[config.mk]
export PLATFORM = sky130hd
export DESIGN_NAME = operand_display
export DESIGN_NICKNAME = d
export VERILOG_FILES = /design/src/rtl/operand_display_pkg.sv /design/src/rtl/operand_display_seg7.sv /design/src/rtl/operand_display.sv
export SDC_FILE = /design/constraint.sdc
export NUM_CORES = 1
export LEC_CHECK = 0
export ABC_CLOCK_PERIOD_IN_PS = 4250
export CAP_MARGIN = 20
export CORE_UTILIZATION = 60
export CTS_CLUSTER_DIAMETER = 120
export DETAILED_ROUTE_END_ITERATION = 10
export GPL_TIMING_DRIVEN = 0
export HOLD_SLACK_MARGIN = 0.15
export PLACE_DENSITY = 0.85
export SETUP_SLACK_MARGIN = 0.2
export SLEW_MARGIN = 10
export SYNTH_ARGS = -nofsm -noshare
export SYNTH_HDL_FRONTEND = slang
export SYNTH_HIERARCHICAL = 1
export SYNTH_SLANG_ARGS = --single-unit
[constraint.sdc]
create_clock -name clk -period 4.25 [get_ports clk]
set_input_delay 0.425 -clock clk [delete_from_list [all_inputs] [get_ports clk]]
set_output_delay 0.425 -clock clk [all_outputs]
set_load 0.02 [all_outputs]
[src/rtl/operand_display_pkg.sv]
// Shared FSM state encoding, display symbol codes and the active-low
// seven-segment patterns used by operand_display and seg7_decoder.
package operand_display_pkg;

  typedef enum logic [2:0] {
    ST_IDLE,
    ST_READ,
    ST_WAIT,
    ST_CAPTURE,
    ST_CONV_H,
    ST_CONV_T,
    ST_DONE
  } state_t;

  localparam logic [3:0] CODE_MINUS = 4'd10;
  localparam logic [3:0] CODE_BLANK = 4'd15;

  localparam logic [6:0] SEG_BLANK = 7'b1111111;
  localparam logic [6:0] SEG_MINUS = 7'b0111111;

  // Cathode pattern (gfedcba, active-low); unused codes 11..14 go blank.
  function automatic logic [6:0] seg_pattern(input logic [3:0] code);
    logic [6:0] s;
    case (code)
      4'd0:    s = 7'b1000000;
      4'd1:    s = 7'b1111001;
      4'd2:    s = 7'b0100100;
      4'd3:    s = 7'b0110000;
      4'd4:    s = 7'b0011001;
      4'd5:    s = 7'b0010010;
      4'd6:    s = 7'b0000010;
      4'd7:    s = 7'b1111000;
      4'd8:    s = 7'b0000000;
      4'd9:    s = 7'b0010000;
      4'd10:   s = SEG_MINUS;
      default: s = SEG_BLANK;
    endcase
    return s;
  endfunction

endpackage

[src/rtl/operand_display_seg7.sv]
// Combinational 4-bit symbol code to active-low seven-segment cathode decoder.
module seg7_decoder
  import operand_display_pkg::*;
(
  input  logic [3:0] i_code,
  output logic [6:0] o_seg
);

  assign o_seg = seg_pattern(i_code);

endmodule

[src/rtl/operand_display.sv]
// Reads a signed 16-bit operand from BRAM, converts it to sign + three BCD
// digits by repeated subtraction, and scans it onto a 4-digit 7-seg display.
//
// state   | meaning
// IDLE    | display stable, waiting for a trigger
// READ    | bram_en high for one cycle, bram_addr = sel
// WAIT    | hold RD_LATENCY cycles for BRAM data
// CAPTURE | range check; overrange skips conversion
// CONV_H  | subtract 100 per cycle into hundreds
// CONV_T  | subtract 10 per cycle into tens, remainder is ones
// DONE    | digits committed, valid raised; re-read if pending
module operand_display
  import operand_display_pkg::*;
#(
  parameter int REFRESH_DIV = 100000,
  parameter int RD_LATENCY  = 1
) (
  input  logic        clk,
  input  logic        reset,
  input  logic        sel,
  input  logic        reload,
  output logic        bram_en,
  output logic        bram_addr,
  input  logic [15:0] bram_dout,
  output logic [6:0]  seg,
  output logic [3:0]  an,
  output logic        valid,
  output logic        overrange
);

  localparam int              CNT_W     = (REFRESH_DIV > 1) ? $clog2(REFRESH_DIV) : 1;
  localparam logic [CNT_W-1:0] CNT_LAST = CNT_W'(REFRESH_DIV - 1);
  localparam logic [1:0]      WAIT_LOAD = 2'(RD_LATENCY - 1);

  state_t             r_state;
  logic               r_pending;
  logic               r_boot;
  logic               r_sel_q;
  logic               r_bram_en;
  logic               r_bram_addr;
  logic               r_valid;
  logic               r_overrange;
  logic               r_neg;
  logic [9:0]         r_mag;
  logic [3:0]         r_hund;
  logic [3:0]         r_tens;
  logic [1:0]         r_wait;
  logic [3:0]         r_dig [4];
  logic [CNT_W-1:0]   r_cnt;
  logic [1:0]         r_slot;
  logic               r_scan_on;

  logic               w_trig;
  logic signed [15:0] w_value;
  logic               w_over;
  logic [9:0]         w_mag;
  logic [3:0]         w_code;

  assign w_trig  = r_boot | (sel != r_sel_q) | reload;
  assign w_value = bram_dout;
  assign w_over  = (w_value > 16'sd999) || (w_value < -16'sd999);
  // In range |value| <= 999 fits in 10 bits, so the low bits negate exactly.
  assign w_mag   = bram_dout[15] ? (10'd0 - bram_dout[9:0]) : bram_dout[9:0];

  always_ff @(posedge clk) begin
    if (reset) begin
      r_state     <= ST_IDLE;
      r_pending   <= 1'b0;
      r_boot      <= 1'b1;
      r_sel_q     <= 1'b0;
      r_bram_en   <= 1'b0;
      r_bram_addr <= 1'b0;
      r_valid     <= 1'b0;
      r_overrange <= 1'b0;
      r_neg       <= 1'b0;
      r_mag       <= '0;
      r_hund      <= '0;
      r_tens      <= '0;
      r_wait      <= '0;
      for (int i = 0; i < 4; i++) r_dig[i] <= CODE_BLANK;
    end else begin
      r_sel_q <= sel;
      r_boot  <= 1'b0;
      if (r_state != ST_IDLE && w_trig) r_pending <= 1'b1;
      case (r_state)
        ST_IDLE: begin
          if (w_trig) begin
            r_state     <= ST_READ;
            r_bram_en   <= 1'b1;
            r_bram_addr <= sel;
            r_valid     <= 1'b0;
            r_pending   <= 1'b0;
          end
        end
        ST_READ: begin
          r_bram_en <= 1'b0;
          r_wait    <= WAIT_LOAD;
          r_state   <= ST_WAIT;
        end
        ST_WAIT: begin
          if (r_wait == 2'd0) r_state <= ST_CAPTURE;
          else                r_wait  <= r_wait - 2'd1;
        end
        ST_CAPTURE: begin
          r_overrange <= w_over;
          if (w_over) begin
            for (int i = 0; i < 4; i++) r_dig[i] <= CODE_MINUS;
            r_valid <= 1'b1;
            r_state <= ST_DONE;
          end else begin
            r_neg   <= bram_dout[15];
            r_mag   <= w_mag;
            r_hund  <= '0;
            r_tens  <= '0;
            r_state <= ST_CONV_H;
          end
        end
        ST_CONV_H: begin
          if (r_mag >= 10'd100) begin
            r_mag  <= r_mag - 10'd100;
            r_hund <= r_hund + 4'd1;
          end else begin
            r_state <= ST_CONV_T;
          end
        end
        ST_CONV_T: begin
          if (r_mag >= 10'd10) begin
            r_mag  <= r_mag - 10'd10;
            r_tens <= r_tens + 4'd1;
          end else begin
            r_dig[3] <= r_neg ? CODE_MINUS : CODE_BLANK;
            r_dig[2] <= r_hund;
            r_dig[1] <= r_tens;
            r_dig[0] <= r_mag[3:0];
            r_valid  <= 1'b1;
            r_state  <= ST_DONE;
          end
        end
        ST_DONE: begin
          if (r_pending || w_trig) begin
            r_state     <= ST_READ;
            r_bram_en   <= 1'b1;
            r_bram_addr <= sel;
            r_valid     <= 1'b0;
            r_pending   <= 1'b0;
          end else begin
            r_state <= ST_IDLE;
          end
        end
        default: r_state <= ST_IDLE;
      endcase
    end
  end

  always_ff @(posedge clk) begin
    if (reset) begin
      r_cnt     <= '0;
      r_slot    <= '0;
      r_scan_on <= 1'b0;
    end else begin
      r_scan_on <= 1'b1;
      if (r_cnt == CNT_LAST) begin
        r_cnt  <= '0;
        r_slot <= r_slot + 2'd1;
      end else begin
        r_cnt <= r_cnt + 1'b1;
      end
    end
  end

  assign w_code = r_dig[r_slot];

  seg7_decoder u_seg7 (
    .i_code (w_code),
    .o_seg  (seg)
  );

  assign an        = r_scan_on ? ~(4'b0001 << r_slot) : 4'b1111;
  assign bram_en   = r_bram_en;
  assign bram_addr = r_bram_addr;
  assign valid     = r_valid;
  assign overrange = r_overrange;

endmodule

**Word level (Yosys, flattened, before mapping)**

Memory sizes are Yosys's and may differ from the RTL's. A register that Yosys moved wholly into a read port is not among the register bits.
Index checks and enable logic that the tools add are counted.

- Register bits after elaboration: 51
- Bits in writable memories: 16
- ROM bits: 112
- Bits of input ports: 20
- Memories kept: 2

- Add/subtract/negate cells: 8
- $lt $le $gt $ge: 4
- Eq/ne operators: 18
- Shift operators: 1
- Muxes and demuxes: 57
- Bitwise gates (word level): 12
- Reductions and logical operators: 23

Memory list:

| memory | depth | bits a word | rd ports | clocked after memory_dff | wr ports | RTL line | RTL |
|---|---|---|---|---|---|---|---|
| (no name shown) | 16 | 7 | 1 | 0 | 0 | operand_display_pkg.sv:24 | `case (code)` |
| r_dig | 4 | 4 | 1 | 1 | 4 | operand_display.sv:48 | `logic [3:0] r_dig [4];` |

Operator list:

| cell | number |
|---|---|
| $mux W4 | 12 |
| $mux W10 | 4 |
| $pmux W10 S3 | 1 |
| $mux W1 | 23 |
| $pmux W3 S7 | 1 |
| $ne A2 B2 Y1 const B | 10 |
| $add A17 B1 Y17 const B | 1 |
| $eq A17 B17 Y1 const B | 1 |
| $gt A16 B11 Y1 const B | 1 |
| $lt A16 B11 Y1 const B | 1 |
| $pmux W4 S2 | 2 |
| $mux W3 | 5 |
| $reduce_and A3 Y1 | 4 |
| $ge A10 B4 Y1 const B | 1 |
| $ge A10 B7 Y1 const B | 1 |
| $or A1 B1 Y1 | 10 |
| $sub A1 B10 Y10 const A | 1 |
| $sub A10 B4 Y10 const B | 1 |
| $sub A10 B7 Y10 const B | 1 |
| $eq A3 B3 Y1 const B | 3 |
| $reduce_bool A3 Y1 | 3 |
| $add A4 B1 Y4 const B | 2 |
| $mux W2 | 4 |
| $reduce_and A4 Y1 | 2 |
| 21 further kinds | 28 |

**Depth between registers and ports, before layout**

- Depth in word-level cells: 8
- Depth in mapped cells: 9

**By module**

Netlist, hierarchy kept.

Modules (own cells, without submodules):

| module | times used | cells an instance | area an instance (sq um) | sequential area each (sq um) |
|---|---|---|---|---|
| operand_display | 1 | 407 | 3622.2 | 1411.4 |
| seg7_decoder | 1 | 33 | 226.5 | 0.0 |

**Least setup slack after synthesis**

No wires, ideal clock.

- Path kind: in2reg
- From: input port bram_dout[5]
- To: memory r_dig[0][0] (enable)
- Setup time: 0.329 ns
- Data arrival time: 2.024 ns
- Required time: 3.921 ns
- Path slack: 1.897 ns
- Cell stages on the path: 6
- Buffers on the path: 0
- Cell sequence: or4_4 a311oi_2 o22ai_1 nor2_1 nor2_1 nand2_1

RTL lines:

| what | RTL line | RTL |
|---|---|---|
| from (decl) | operand_display.sv:24 | `input logic [15:0] bram_dout,` |
| to (decl) | operand_display.sv:48 |  |

==> insert_results.sql <==
INSERT INTO impl_metrics (metric_group, metric, value, unit) VALUES
('cells_and_area', 'fill_cells', '447', ''),
('sta', 'final_hold_viol_count', '0', ''),
('route', 'totalWireLength', '8530', 'um'),
('grt', 'grt_antenna_before_repair', '0', ''),
('floorplan', 'top_level_ports', '35', ''),
('route', 'highest-signal-layer', 'met4', ''),
('clock_tree', 'cts_tree', 'done', ''),
('clock_tree', 'clock_insertion_delay_worst_skew', '350', 'ps'),
('floorplan', 'die_x_extent', '82.1', 'um'),
('grt', 'grt_util_all_layers', '27.9', '%'),
('sta', 'relSlewSlack', '37.5', '%'),
('synthesis', 'synth-async-reset-ratio', '0', '%'),
('route', 'post_route_ant_nets', '0', ''),
('synthesis', 'synth_warnings', '6', ''),
('synthesis', 'synthesis.area', '3850', 'um^2'),
('setup_path', 'reg2reg_depth', '8', ''),
('sta', 'tightest_slew', '930', 'ps'),
('sta', 'post-route-period-util', '72.5', '%'),
('sta', 'finalSetupViolCount', '0', ''),
('sta', 'slew_violations', '0', ''),
('floorplan', 'count_of_standard_cell_rows', '28', ''),
('route', 'viasPerCell', '5.92', ''),
('clock_tree', 'ctsHtreeMaxLevel', '3', ''),
('sta', 'period_needed', '3080', 'ps'),
('synthesis', 'netlist-cell-type-count', '67', ''),
('route', 'met3_length', '583', 'um'),
('place', 'number_of_placed_cells_counting_well_taps', '548', ''),
('clock_tree', 'clkTransAtPathRegs', '80', 'ps'),
('synthesis', 'synth.ff_latch_count', '66', ''),
('place', 'buffer_ports.inserted', '33', ''),
('cells_and_area', 'layoutNonFillerInstCount', '564', ''),
('grt', 'global_route_wire_length_before_repair', '14200', 'um'),
('floorplan', 'start_util', '63.5', '%'),
('route', 'routedWlPerCell', '15.1', 'um'),
('setup_path', 'cp.arrival', '2660', 'ps'),
('grt', 'maximum_number_of_pins_on_one_net_before_global_route_repair', '14', ''),
('synthesis', 'ys.flop_type', 'dfxtp_1', ''),
('route', 'detail_route.iter0.violations', '225', ''),
('grt', 'overflow_left_after_global_routing', '0', ''),
('clock_tree', 'cts_sinks', '66', ''),
('cells_and_area', 'seq_cell_area', '1410', 'um^2'),
('synthesis', 'syn_nets', '479', ''),
('clock_tree', 'cts_made_buffers', '9', ''),
('setup_path', 'crit-reg2reg-launch', 'r_mag[2]', ''),
('synthesis', 'number_of_cells_produced_by_synthesis', '440', ''),
('clock_tree', 'ctsHoldBuffers', '0', ''),
('cells_and_area', 'num-nets-final', '523', ''),
('flow_run', 'cap_viol_max_count', '0', ''),
('setup_path', 'critical_path.max_fanout', '6', ''),
('power_and_ir_drop', 'cellPowerDensity', '315', 'nW/um^2'),
('synthesis', 'syn_avg_cell_area', '8.75', 'um^2'),
('place', 'dpl.hpwl', '6380', 'um'),
('outcome', 'status', 'finished clean', ''),
('hold_path', 'min_from', 'r_cnt[0]', ''),
('setup_path', 'critical_path.reg2reg.endpoint', 'r_mag[1]', ''),
('route', 'drc_errors_left', '0', ''),
('cells_and_area', 'footprint_of_the_multi_input_gates', '2200', 'um^2'),
('cells_and_area', 'diodes', '0', ''),
('power_and_ir_drop', 'power.total', '1.41', 'mW'),
('sta', 'hold_worst_slack', '454', 'ps'),
('setup_path', 'cp.required', '3830', 'ps'),
('place', 'finalWeightedCongestion', '0.925', ''),
('route', 'firstDrtPassIters', '5', ''),
('floorplan', 'fp.dieArea', '6740', 'um^2'),
('setup_path', 'worst_setup_path_start_kind', 'flip-flop', ''),
('sta', 'achievable-frequency', '324', 'MHz'),
('hold_path', 'min_delay_path_depth', '1', ''),
('cells_and_area', 'layout-drive-gt1-share', '10.8', '%'),
('clock_tree', 'cts.path.max_buffers', '2', ''),
('clock_tree', 'cts_root_buffer', 'clkbuf_8', ''),
('route', 'route.layer.met1.wl', '3730', 'um');
per-stage QoR:
step	utilization [%]	setup slack [ps]	instance area (um^2)
global route	74.1	951	4490
finish	74.1	1170	4490
global placement	70.5	980	4270
CTS	74.1	1140	4490
detailed placement	70.5	954	4270
floorplan	-	1900	3850
flip-flops by register name, summed over array words and instances (netlist names), named ones only:
register / count
r_hund: 4
r_sel_q: 1
r_boot: 1
r_dig: 13
r_wait: 2
r_slot: 2
bram_en: 1
valid: 1
r_scan_on: 1
r_pending: 1
bram_addr: 1
r_neg: 1
r_tens: 4
overrange: 1
r_state: 3
r_cnt: 17
r_mag: 10
power breakdown:
group,switching [mW],internal (mW),total (mW)
clock,0.253,0.312,0.566
combinational,0.107,0.0802,0.188
sequential,0.0108,0.650,0.661
cells by family after synthesis:
kind of cell / synth area share, %
compound gates: 16.3
simple gates: 22.3
mux: 5.20
buf+inv: 6.27
flops: 36.7
xor+xnor: 7.05
fa+ha+maj: 6.18
worst max path at each step:
stage | start | to | slack [ps]
floorplan | bram_dout[5] | r_dig[0][0] | 1900
global placement | bram_dout[5] | r_dig[2][3] | 980
detailed placement | bram_dout[5] | r_dig[0][1] | 950
CTS | flip-flop | seg[3] | 1140
global route | flip-flop | seg[3] | 950
finish | flip-flop | seg[3] | 1170
area by class of cell:
| type | instances | share of cell area, % |
|---|---|---|
| clock buffers | 10 | 3.31 |
| clock inverters | 6 | 1.56 |
| inverters | 23 | 1.92 |
| well taps | 75 | 2.09 |
| multi-input cells | 329 | 48.9 |
| plain buffers | 22 | 3.45 |
| flip-flops and latches | 66 | 31.4 |
| repair buffers | 33 | 7.35 |
cell usage after synthesis (all sizes together) (2+ instances only):
| cell type | count | area share, % |
|---|---|---|
| a211o | 3 | 0.68 |
| a211oi | 8 | 2.0 |
| a21oi | 23 | 3.1 |
| a22oi | 3 | 0.59 |
| a311oi | 3 | 0.85 |
| a31oi | 6 | 0.98 |
| and3 | 3 | 0.49 |
| and4 | 2 | 0.46 |
| buf | 8 | 1.9 |
| clkbuf | 14 | 2.1 |
| dfxtp | 57 | 30 |
| edfxtp | 9 | 7.0 |
| ha | 19 | 6.2 |
| inv | 23 | 2.2 |
| mux2 | 2 | 0.59 |
| mux2i | 11 | 2.9 |
| mux4 | 3 | 1.8 |
| nand2 | 34 | 3.3 |
| nand2b | 9 | 1.7 |
| nand3 | 12 | 1.6 |
| nand4 | 7 | 1.1 |
| nor2 | 64 | 6.4 |
| nor2b | 5 | 0.81 |
| nor3 | 13 | 2.0 |
| nor3b | 3 | 0.59 |
| nor4 | 5 | 1.2 |
| o21ai | 25 | 3.3 |
| o22a | 2 | 0.46 |
| o31ai | 3 | 0.72 |
| o32ai | 3 | 0.88 |
| o41ai | 3 | 0.68 |
| or2 | 2 | 0.33 |
| or3 | 5 | 0.81 |
| or4 | 2 | 0.52 |
| xnor2 | 12 | 2.7 |
| xor2 | 19 | 4.3 |
worst max-delay path, cell delays in order (launching register included):
cell	delay [ps]
dfxtp_1	450
mux2_2	360
o22a_1	280
inv_1	150
ha_1	150
or2_1	100
a21oi_2	60
a31oi_1	140
clkdlybuf4s50_1	630
routing by layer:
metal | GRT usage [%] | vias up
met5 | 0 | -
met4 | 9.12 | 0
met3 | 7.80 | 19
met2 | 46.2 | 116
met1 | 35.1 | 1556
li1 | - | 1647
cell usage in the layout, fill, tap and decap left out, drive strengths merged, types with 6 or more instances in the layout:
| cell | instances |
|---|---|
| nor2 | 64 |
| dfxtp | 57 |
| nand2 | 34 |
| clkdlybuf4s50 | 33 |
| inv | 26 |
| o21ai | 25 |
| clkbuf | 24 |
| a21oi | 23 |
| xor2 | 19 |
| ha | 19 |
| nor3 | 13 |
| nand3 | 12 |
| xnor2 | 12 |
| mux2i | 11 |
| edfxtp | 9 |
| nand2b | 9 |
| a211oi | 8 |
| buf | 8 |
| nand4 | 7 |
| a31oi | 6 |
Power figures use the tool's default switching activity.
